`src/rtl/spi_pkg.sv`:
```
// rtl/spi_pkg.sv - shared SPI link types and constants for spi_master and spi_slave
package spi_pkg;

    typedef enum logic [1:0] {
        IDLE  = 2'd0,
        SETUP = 2'd1,
        SHIFT = 2'd2,
        HOLD  = 2'd3
    } spi_state_t;

    localparam int SPI_BITS = 8;

    // {CPOL, CPHA}
    localparam logic [1:0] SPI_MODE0 = 2'b00;
    localparam logic [1:0] SPI_MODE1 = 2'b01;
    localparam logic [1:0] SPI_MODE2 = 2'b10;
    localparam logic [1:0] SPI_MODE3 = 2'b11;

endpackage

```
`src/rtl/spi_clk_div.sv`:
```
// rtl/spi_clk_div.sv - half-period tick generator, one tick every (top+1) enabled cycles
module spi_clk_div #(
    parameter int DIV_W = 8
) (
    input  logic             clk,
    input  logic             rst,
    input  logic             clear,
    input  logic             ena,
    input  logic [DIV_W-1:0] top,
    output logic             tick
);

    logic [DIV_W-1:0] cnt;

    always_ff @(posedge clk) begin
        if (rst || clear) begin
            cnt <= '0;
        end else if (ena) begin
            if (cnt == top) begin
                cnt <= '0;
            end else begin
                cnt <= cnt + 1'b1;
            end
        end
    end

    assign tick = ena && !clear && (cnt == top);

endmodule

```
`src/rtl/spi_master.sv`:
```
// rtl/spi_master.sv - SPI initiator, all CPOL/CPHA modes, optional SPI_MASTER_LSB_FIRST_EN
module spi_master
    import spi_pkg::*;
#(
    parameter int DIV_W = 8,
    parameter int BITS  = SPI_BITS
) (
    input  logic             clk,
    input  logic             rst,
    input  logic             ena,
    input  logic             start,
    input  logic [BITS-1:0]  bus_in,
    output logic [BITS-1:0]  bus_out,
    output logic             busy,
    output logic             done,
    input  logic [DIV_W-1:0] clk_div,
    input  logic             spi_clk_polarity,
    input  logic             spi_clk_phase,
    output logic             spi_clk,
    output logic             spi_ss,
    output logic             spi_out,
    input  logic             spi_in
);

    localparam int EW = $clog2(2 * BITS);
    localparam logic [EW-1:0] LAST_EDGE = EW'(2 * BITS - 1);

`ifdef SPI_MASTER_LSB_FIRST_EN
    localparam bit LSB_FIRST = 1'b1;
`else
    localparam bit LSB_FIRST = 1'b0;
`endif

    spi_state_t       state_q;
    spi_state_t       state_d;
    logic             cpol_q;
    logic             cpha_q;
    logic [DIV_W-1:0] div_q;
    logic [BITS-1:0]  shreg;
    logic [BITS-1:0]  rx;
    logic [BITS-1:0]  bus_out_q;
    logic [EW-1:0]    edge_cnt;
    logic             sck;
    logic             done_q;
    logic             tick;
    logic             leading;
    logic             do_shift;
    logic             do_sample;

    // Counter is held clear in IDLE so SETUP always starts a fresh half-period.
    spi_clk_div #(
        .DIV_W (DIV_W)
    ) u_clk_div (
        .clk   (clk),
        .rst   (rst),
        .clear (state_q == IDLE),
        .ena   (ena),
        .top   (div_q),
        .tick  (tick)
    );

    always_ff @(posedge clk) begin
        if (rst) begin
            state_q <= IDLE;
        end else if (ena) begin
            state_q <= state_d;
        end
    end

    always_comb begin
        state_d   = state_q;
        leading   = ~edge_cnt[0];
        do_shift  = 1'b0;
        do_sample = 1'b0;
        case (state_q)
            IDLE: begin
                if (start) begin
                    state_d = SETUP;
                end
            end
            SETUP: begin
                if (tick) begin
                    state_d = SHIFT;
                end
            end
            SHIFT: begin
                if (tick) begin
                    // CPHA=1 already presented the first bit in SETUP, so skip the first leading shift.
                    if (cpha_q) begin
                        do_sample = !leading;
                        do_shift  = leading && (edge_cnt != '0);
                    end else begin
                        do_sample = leading;
                        do_shift  = !leading;
                    end
                    if (edge_cnt == LAST_EDGE) begin
                        state_d = HOLD;
                    end
                end
            end
            HOLD: begin
                if (tick) begin
                    state_d = IDLE;
                end
            end
            default: state_d = IDLE;
        endcase
    end

    always_ff @(posedge clk) begin
        if (rst) begin
            cpol_q    <= 1'b0;
            cpha_q    <= 1'b0;
            div_q     <= '0;
            shreg     <= '0;
            rx        <= '0;
            bus_out_q <= '0;
            edge_cnt  <= '0;
            sck       <= 1'b0;
            done_q    <= 1'b0;
        end else begin
            done_q <= 1'b0;
            if (ena) begin
                if (state_q == IDLE && start) begin
                    shreg    <= bus_in;
                    cpol_q   <= spi_clk_polarity;
                    cpha_q   <= spi_clk_phase;
                    div_q    <= clk_div;
                    edge_cnt <= '0;
                    sck      <= 1'b0;
                end
                if (state_q == SHIFT && tick) begin
                    sck      <= ~sck;
                    edge_cnt <= (edge_cnt == LAST_EDGE) ? '0 : edge_cnt + 1'b1;
                end
                if (do_shift) begin
                    shreg <= LSB_FIRST ? {1'b0, shreg[BITS-1:1]} : {shreg[BITS-2:0], 1'b0};
                end
                if (do_sample) begin
                    rx <= LSB_FIRST ? {spi_in, rx[BITS-1:1]} : {rx[BITS-2:0], spi_in};
                end
                if (state_q == HOLD && tick) begin
                    bus_out_q <= rx;
                    done_q    <= 1'b1;
                end
            end
        end
    end

    // Slave select drops out of the transfer in the same cycle reset is raised.
    assign spi_ss  = (state_q == IDLE) || rst;
    assign spi_clk = (state_q == IDLE || rst) ? spi_clk_polarity : (sck ^ cpol_q);
    assign spi_out = (state_q == IDLE) ? 1'b0 : (LSB_FIRST ? shreg[0] : shreg[BITS-1]);
    assign busy    = (state_q != IDLE);
    assign done    = done_q;
    assign bus_out = bus_out_q;

endmodule

```
`config.mk`:
```
export PLATFORM = sky130hd
export DESIGN_NAME = spi_master
export DESIGN_NICKNAME = d
export VERILOG_FILES = /design/src/rtl/spi_pkg.sv /design/src/rtl/spi_clk_div.sv /design/src/rtl/spi_master.sv
export SDC_FILE = /design/constraint.sdc
export NUM_CORES = 1
export LEC_CHECK = 0
export BUFFER_PORTS_ARGS = -buffer_cell sky130_fd_sc_hd__clkbuf_2
export CAP_MARGIN = 20
export CELL_PAD_IN_SITES_DETAIL_PLACEMENT = 1
export CELL_PAD_IN_SITES_GLOBAL_PLACEMENT = 1
export CORE_ASPECT_RATIO = 2
export CORE_MARGIN = 4
export CORE_UTILIZATION = 41
export CTS_CLUSTER_DIAMETER = 40
export DETAILED_ROUTE_END_ITERATION = 7
export HOLD_SLACK_MARGIN = 0.02
export PLACE_DENSITY_LB_ADDON = 0.1
export SLEW_MARGIN = 20
export SYNTH_ARGS = -nofsm -noshare
export SYNTH_HDL_FRONTEND = slang
export SYNTH_SLANG_ARGS = --single-unit
```
`constraint.sdc`:
```
create_clock -name clk -period 2.45 [get_ports clk]
set_clock_uncertainty 0.15 [all_clocks]
set_input_delay 0.1225 -clock clk [delete_from_list [all_inputs] [get_ports clk]]
set_output_delay 0.1225 -clock clk [all_outputs]
set_load 0.02 [all_outputs]
```
==> impl_metrics.env, run 1 <==
export IMPL_critical_path_class="register to register"
export IMPL_netlist_instances=282
export IMPL_max_clock_freq_mhz=459
export IMPL_ff_latch_area_sq_um=1000
export IMPL_status="finished, final reports clean"
export IMPL_p_leak_nw=1.08
export IMPL_synth_edf_count=0
export IMPL_arrival_ps=2270
export IMPL_synth_ff_type="dfxtp_1"
export IMPL_cpPeakStageDelay_ps=400
export IMPL_cp_num_buf_inv=1
export IMPL_netlist_area_sq_um=2330
export IMPL_clockRootBuffer="clkbuf_8"
export IMPL_power_frac_comb_pct=22.1
export IMPL_drive_gt1_share_pct=16.1
export IMPL_slew_headroom_pct=66.5
export IMPL_nNetsFinal=365
export IMPL_die_width_um=61.3
export IMPL_required_ps=2540
export IMPL_p_seq_share_pct=47.7
export IMPL_htree_levels=2
export IMPL_clk_pin_slew_ps=90
export IMPL_avgSynthCellArea_sq_um=8.27
export IMPL_maxSlewViolCount=0
export IMPL_fin_crit_sh_pct=89.0
export IMPL_power_internal_w=0.00130
export IMPL_critPathMaxFanout=23
export IMPL_async_flop_share_pct=0
export IMPL_tightest_slew_ps=500
export IMPL_timing_hold_violations_final=0
export IMPL_vias=2108
export IMPL_viasPerCell=5.34
export IMPL_critical_path_top_delay_family="simple AND/OR/NAND/NOR gates"
export IMPL_die_height_um=115
export IMPL_path_cells="inv_1 > ha_1 > nor2_1 > nand4_4 > nor2_4 > mux2i_1"
export IMPL_dp_cells=370
export IMPL_core_area_sq_um=5470
export IMPL_cap_violations=0
export IMPL_antenna_cells=0
export IMPL_placementRows=38
export IMPL_overflow=0
export IMPL_multiInputGateArea_sq_um=1210
export IMPL_reg2reg_to="rx[4]$_SDFFE_PP0P_"
export IMPL_r2r_start="state_q[0]$_SDFFE_PP0P_"
export IMPL_grt_pass1_wl_um=9850
export IMPL_grt_pass1_vias=2159
export IMPL_crit_slowest_cell="nor2_4"
export IMPL_synth_warning_count=0
export IMPL_layout_commonest_cell="nand2_1"
export IMPL_final_cells=395
export IMPL_cts_buffers=5
export IMPL_hpwl_um=4340
export IMPL_clock_power_share_pct=30.2
export IMPL_cts_setup_buffers=0
export IMPL_postRouteAntennaNets=0
export IMPL_clock_path_buffers=2
export IMPL_first_pass_iters=4
export IMPL_power_density_nw_per_um2=646
export IMPL_crit_path_end_kind="register"
export IMPL_drc=0
export IMPL_portBuffers=35
export IMPL_start_util_pct=42.7
export IMPL_worstHoldPathType="input port to register"
export IMPL_antenna_found_initial=0
export IMPL_cts_sinks=50
export IMPL_ys_ff_latch=50
export IMPL_tritoncts="done"
export IMPL_num_fill_cells=688
export IMPL_mostFrequentLayoutCells="nand2_1 (58), dfxtp_1 (50), clkbuf_2 (35)"
export IMPL_whs_endpoint="shreg[5]$_SDFFE_PP0P_"
export IMPL_whs_path_depth=5
export IMPL_worst_r2r_setup_slack_ps=270
export IMPL_clk_latency_ps=310
export IMPL_io_pins=36
export IMPL_switching_share_pct=29.9
export IMPL_ys_seq_area_share_pct=42.9
export IMPL_p_sw_w=0.000553
export IMPL_rsz0062_at_grt="no"
export IMPL_globalplace_congestion=0.756
export IMPL_drt_iter0_drc=42
export IMPL_timing_setup_tns_ps=0
export IMPL_hold_worst_slack_ps=29.8
export IMPL_grt_total_usage_pct=18.9
export IMPL_fin_crit_ps=2180
export IMPL_routed_wl_um=5900
export IMPL_synth_cell_type_count=34
export IMPL_worstRegToRegCells=6
export IMPL_holdCritStartpoint="bus_in[5]"
export IMPL_ir_drop_mv=0.588
export IMPL_setup_viol=0
export IMPL_die_area_sq_um=7030
export IMPL_syn_nets=313
export IMPL_grt_max_degree=28
export IMPL_cp_start_kind="register"
export IMPL_area_growth_pct=22.6
export IMPL_wl_per_cell_um=14.9
-- repair_timing --
| item | CTS | global route |
|---|---|---|
| endpoints found under the hold margin | 18 | 0 |
| hold buffers | 17 | 0 |
| gates resized for setup | 0 | 0 |
-- power by group through the flow --
stage	Clock [W]	Combinational (W)	Sequential, W
after global routing	0.000611	0.000464	0.000887
final	0.000557	0.000408	0.000882
after detailed placement	0	0.000393	0.000902
after CTS	0.000580	0.000416	0.000883
after global placement	0	0.000383	0.000900
after floorplan	0	0.000271	0.000891
-- routing by layer --
layer	wire [um]	part of all wire, %	vias to the layer above	GRT usage [%]
li1	-	-	1065	-
met1	2160	37	998	17.9
met2	3400	58	33	36.0
met3	165	2.8	12	3.50
met4	172	2.9	0	9.49
met5	0	0	-	0
-- final cells by class --
cell class              instances  share of cell area, %
inverters                      15                   1.97
multi-input cells             202                   42.4
repair buffers                 60                   14.2
well taps                      60                   2.63
clock buffers                   8                   3.85
flip-flops and latches         50                   35.0
-- sequential cells by signal, indices dropped and copies added (netlist names) --
name / flops
sck: 1
div_q: 8
done: 1
cpha_q: 1
bus_out: 8
shreg: 8
state_q: 2
rx: 8
u_clk_div.cnt: 8
edge_cnt: 4
cpol_q: 1
-- worst reg2reg max path: stages, from the launching register on --
cell and delay (ps):
dfxtp_1 370, inv_1 100, ha_1 310, nor2_1 210
nand4_4 320, nor2_4 410, mux2i_1 240
-- worst max-delay path by stage --
stage,slack (ps),endpoint,cells past startpoint,start
final,270,rx[4]$_SDFFE_PP0P_,6,state_q[0]$_SDFFE_PP0P_
after floorplan,680,edge_cnt[2]$_SDFFE_PP0P_,6,state_q[0]$_SDFFE_PP0P_
after detailed placement,270,rx[1]$_SDFFE_PP0P_,6,state_q[0]$_SDFFE_PP0P_
after CTS,240,rx[1]$_SDFFE_PP0P_,6,state_q[0]$_SDFFE_PP0P_
after global routing,60,rx[1]$_SDFFE_PP0P_,6,state_q[0]$_SDFFE_PP0P_
after global placement,360,edge_cnt[2]$_SDFFE_PP0P_,6,state_q[1]$_SDFFE_PP0P_
-- synth_stat cells (2+ instances only) --
library cell | n | area share [%]
a21oi_1 | 31 | 6.7
and3_1 | 4 | 1.1
and4_1 | 2 | 0.75
buf_2 | 3 | 0.64
clkbuf_1 | 11 | 1.8
dfxtp_1 | 50 | 43
ha_1 | 8 | 4.3
inv_1 | 14 | 2.3
mux2i_1 | 11 | 4.7
nand2_1 | 58 | 9.3
nand3_1 | 19 | 4.1
nand4_1 | 7 | 1.9
nor2_1 | 14 | 2.3
nor2b_1 | 2 | 0.54
o21ai_0 | 7 | 1.5
o31ai_1 | 2 | 0.64
o41ai_1 | 6 | 2.3
or4b_1 | 2 | 0.86
xnor2_1 | 11 | 4.1
xor2_1 | 6 | 2.3
-- cells by family (layout without fill, tap and decap cells) --
| kind of cell | Yosys count | in the layout | share of synthesized area (%) |
|---|---|---|---|
| flops | 50 | 50 | 42.9 |
| mux | 11 | 11 | 4.72 |
| simple gates | 115 | 115 | 23.7 |
| fa+ha+maj | 8 | 8 | 4.29 |
| buf+inv | 30 | 83 | 5.15 |
| compound gates | 51 | 51 | 12.8 |
| xor+xnor | 17 | 17 | 6.38 |
-- stage by stage --
step | power (W) | util [%] | area [sq um] | setup WS (ps)
2_1_floorplan | 0.00116 | - | 2330 | 685
3_3_place_gp | 0.00128 | 47.2 | 2580 | 365
3_5_place_dp | 0.00129 | 47.2 | 2580 | 265
4_1_cts | 0.00188 | 52.3 | 2860 | 241
5_1_grt | 0.00196 | 52.3 | 2860 | 55.0
6_report | 0.00185 | 52.3 | 2860 | 270
Note: power is estimated with default switching activity, not from simulation.
==> run 2, diff against run 1 <==
--- a/config.mk
+++ b/config.mk
@@ -6,7 +6,7 @@
 export NUM_CORES = 1
 export LEC_CHECK = 0
 export BUFFER_PORTS_ARGS = -buffer_cell sky130_fd_sc_hd__clkbuf_2
-export CAP_MARGIN = 20
+export CAP_MARGIN = 40
 export CELL_PAD_IN_SITES_DETAIL_PLACEMENT = 1
 export CELL_PAD_IN_SITES_GLOBAL_PLACEMENT = 1
 export CORE_ASPECT_RATIO = 2
@@ -16,6 +16,7 @@
 export DETAILED_ROUTE_END_ITERATION = 7
 export HOLD_SLACK_MARGIN = 0.02
 export PLACE_DENSITY_LB_ADDON = 0.1
+export RECOVER_POWER = 25
 export SLEW_MARGIN = 20
 export SYNTH_ARGS = -nofsm -noshare
 export SYNTH_HDL_FRONTEND = slang
==> impl_metrics.env, run 2 (synthesis results as in run 1) <==
export IMPL_status="finished, final reports clean"
export IMPL_required_ps=2510
export IMPL_grt_total_usage_pct=18.9
export IMPL_die_width_um=61.3
export IMPL_max_clock_freq_mhz=450
export IMPL_grt_max_degree=28
export IMPL_drc=0
export IMPL_routed_wl_um=5890
export IMPL_clock_path_buffers=2
export IMPL_nNetsFinal=365
export IMPL_mostFrequentLayoutCells="nand2_1 (58), dfxtp_1 (50), a21oi_1 (31)"
export IMPL_tritoncts="done"
export IMPL_placementRows=38
export IMPL_power_density_nw_per_um2=648
export IMPL_timing_hold_violations_final=0
export IMPL_crit_path_end_kind="register"
export IMPL_critical_path_class="input port to register"
export IMPL_rsz0062_at_grt="no"
export IMPL_critPathMaxFanout=18
export IMPL_clk_latency_ps=310
export IMPL_path_cells="dlygate4sd3_1 > clkbuf_1 > clkinv_1 > nand4_1 > a21oi_1 > a41o_1"
export IMPL_vias=2109
export IMPL_die_area_sq_um=7030
export IMPL_crit_slowest_cell="clkinv_1"
export IMPL_cts_buffers=5
export IMPL_start_util_pct=42.7
export IMPL_portBuffers=35
export IMPL_antenna_cells=0
export IMPL_arrival_ps=2280
export IMPL_fin_crit_sh_pct=90.6
export IMPL_postRouteAntennaNets=0
export IMPL_worstRegToRegCells=6
export IMPL_ir_drop_mv=0.591
export IMPL_first_pass_iters=3
export IMPL_core_area_sq_um=5470
export IMPL_slew_headroom_pct=61.4
export IMPL_p_leak_nw=1.03
export IMPL_drt_iter0_drc=34
export IMPL_timing_setup_tns_ps=0
export IMPL_antenna_found_initial=0
export IMPL_overflow=0
export IMPL_viasPerCell=5.34
export IMPL_cts_sinks=50
export IMPL_cp_num_buf_inv=3
export IMPL_hpwl_um=4340
export IMPL_grt_pass1_vias=2159
export IMPL_path_depth=6
export IMPL_drive_gt1_share_pct=12.2
export IMPL_setup_viol=0
export IMPL_worstHoldPathType="input port to register"
export IMPL_io_pins=36
export IMPL_die_height_um=115
export IMPL_cp_start_kind="input port"
export IMPL_grt_pass1_wl_um=9850
export IMPL_htree_levels=2
export IMPL_hold_worst_slack_ps=30.9
export IMPL_cap_violations=0
export IMPL_clockRootBuffer="clkbuf_8"
export IMPL_whs_path_depth=5
export IMPL_layout_commonest_cell="nand2_1"
export IMPL_clk_pin_slew_ps=90
export IMPL_tightest_slew_ps=579
export IMPL_wl_per_cell_um=14.9
export IMPL_maxSlewViolCount=0
export IMPL_globalplace_congestion=0.756
export IMPL_fin_crit_ps=2220
export IMPL_critical_path_top_delay_family="buffers and inverters"
export IMPL_cpPeakStageDelay_ps=600
export IMPL_area_growth_pct=21.8
run 2: layout make-up:
| class | count | area (sq um) |
|---|---|---|
| clock buffers | 8 | 110 |
| flip-flops and latches | 50 | 1000 |
| inverters | 15 | 56.3 |
| well taps | 60 | 75.1 |
| fillers | 692 | 2630 |
| repair buffers | 60 | 387 |
| multi-input cells | 202 | 1210 |
run 2: timing repair:
item,in CTS,in global routing
endpoints found under the hold margin,18,0
endpoints found under the setup margin,0,0
gates resized for setup,0,0
hold buffers,17,0
setup buffers,0,0
run 2: metrics by stage:
stage / total power, W / utilization [%] / setup slack [ps] / area [sq um] / instances
global placement: 0.00128 / 47.2 / 365 / 2580 / 370
detailed placement: 0.00129 / 47.2 / 265 / 2580 / 370
global route: 0.00196 / 51.9 / 46.4 / 2840 / 395
finish: 0.00184 / 51.9 / 230 / 2840 / 395
CTS: 0.00188 / 52.3 / 241 / 2860 / 395
floorplan: 0.00116 / - / 685 / 2330 / 282
run 2: worst min-delay path, delay by kind of cell:
family                 cells  cell delay (ps)
AO/OA/AOI/OAI              3              200
buffers and inverters      1               80
AND/OR/NAND/NOR            1               50
run 2: worst paths after layout:
kind                                 from                        to  slack (ps)
setup / recovery                      rst  edge_cnt[3]$_SDFFE_PP0P_         230
setup reg to reg  state_q[0]$_SDFFE_PP0P_        rx[4]$_SDFFE_PP0P_         290
hold / removal                  bus_in[5]     shreg[5]$_SDFFE_PP0P_          30
hold reg to reg   bus_out[7]$_SDFFE_PP0P_   bus_out[7]$_SDFFE_PP0P_         300
run 2: where the power goes:
group | switching (W) | internal [W]
Combinational | 0.000249 | 0.000154
Sequential | 0.0000313 | 0.000851
Clock | 0.000271 | 0.000285
Total | 0.000551 | 0.00129
run 2: per-layer routing:
layer,global-route usage [%],vias up,share of wire [%]
li1,-,1064,-
met1,17.9,1003,36
met2,36.0,32,58
met3,3.50,10,3.0
met4,9.49,0,2.9
met5,0,-,0
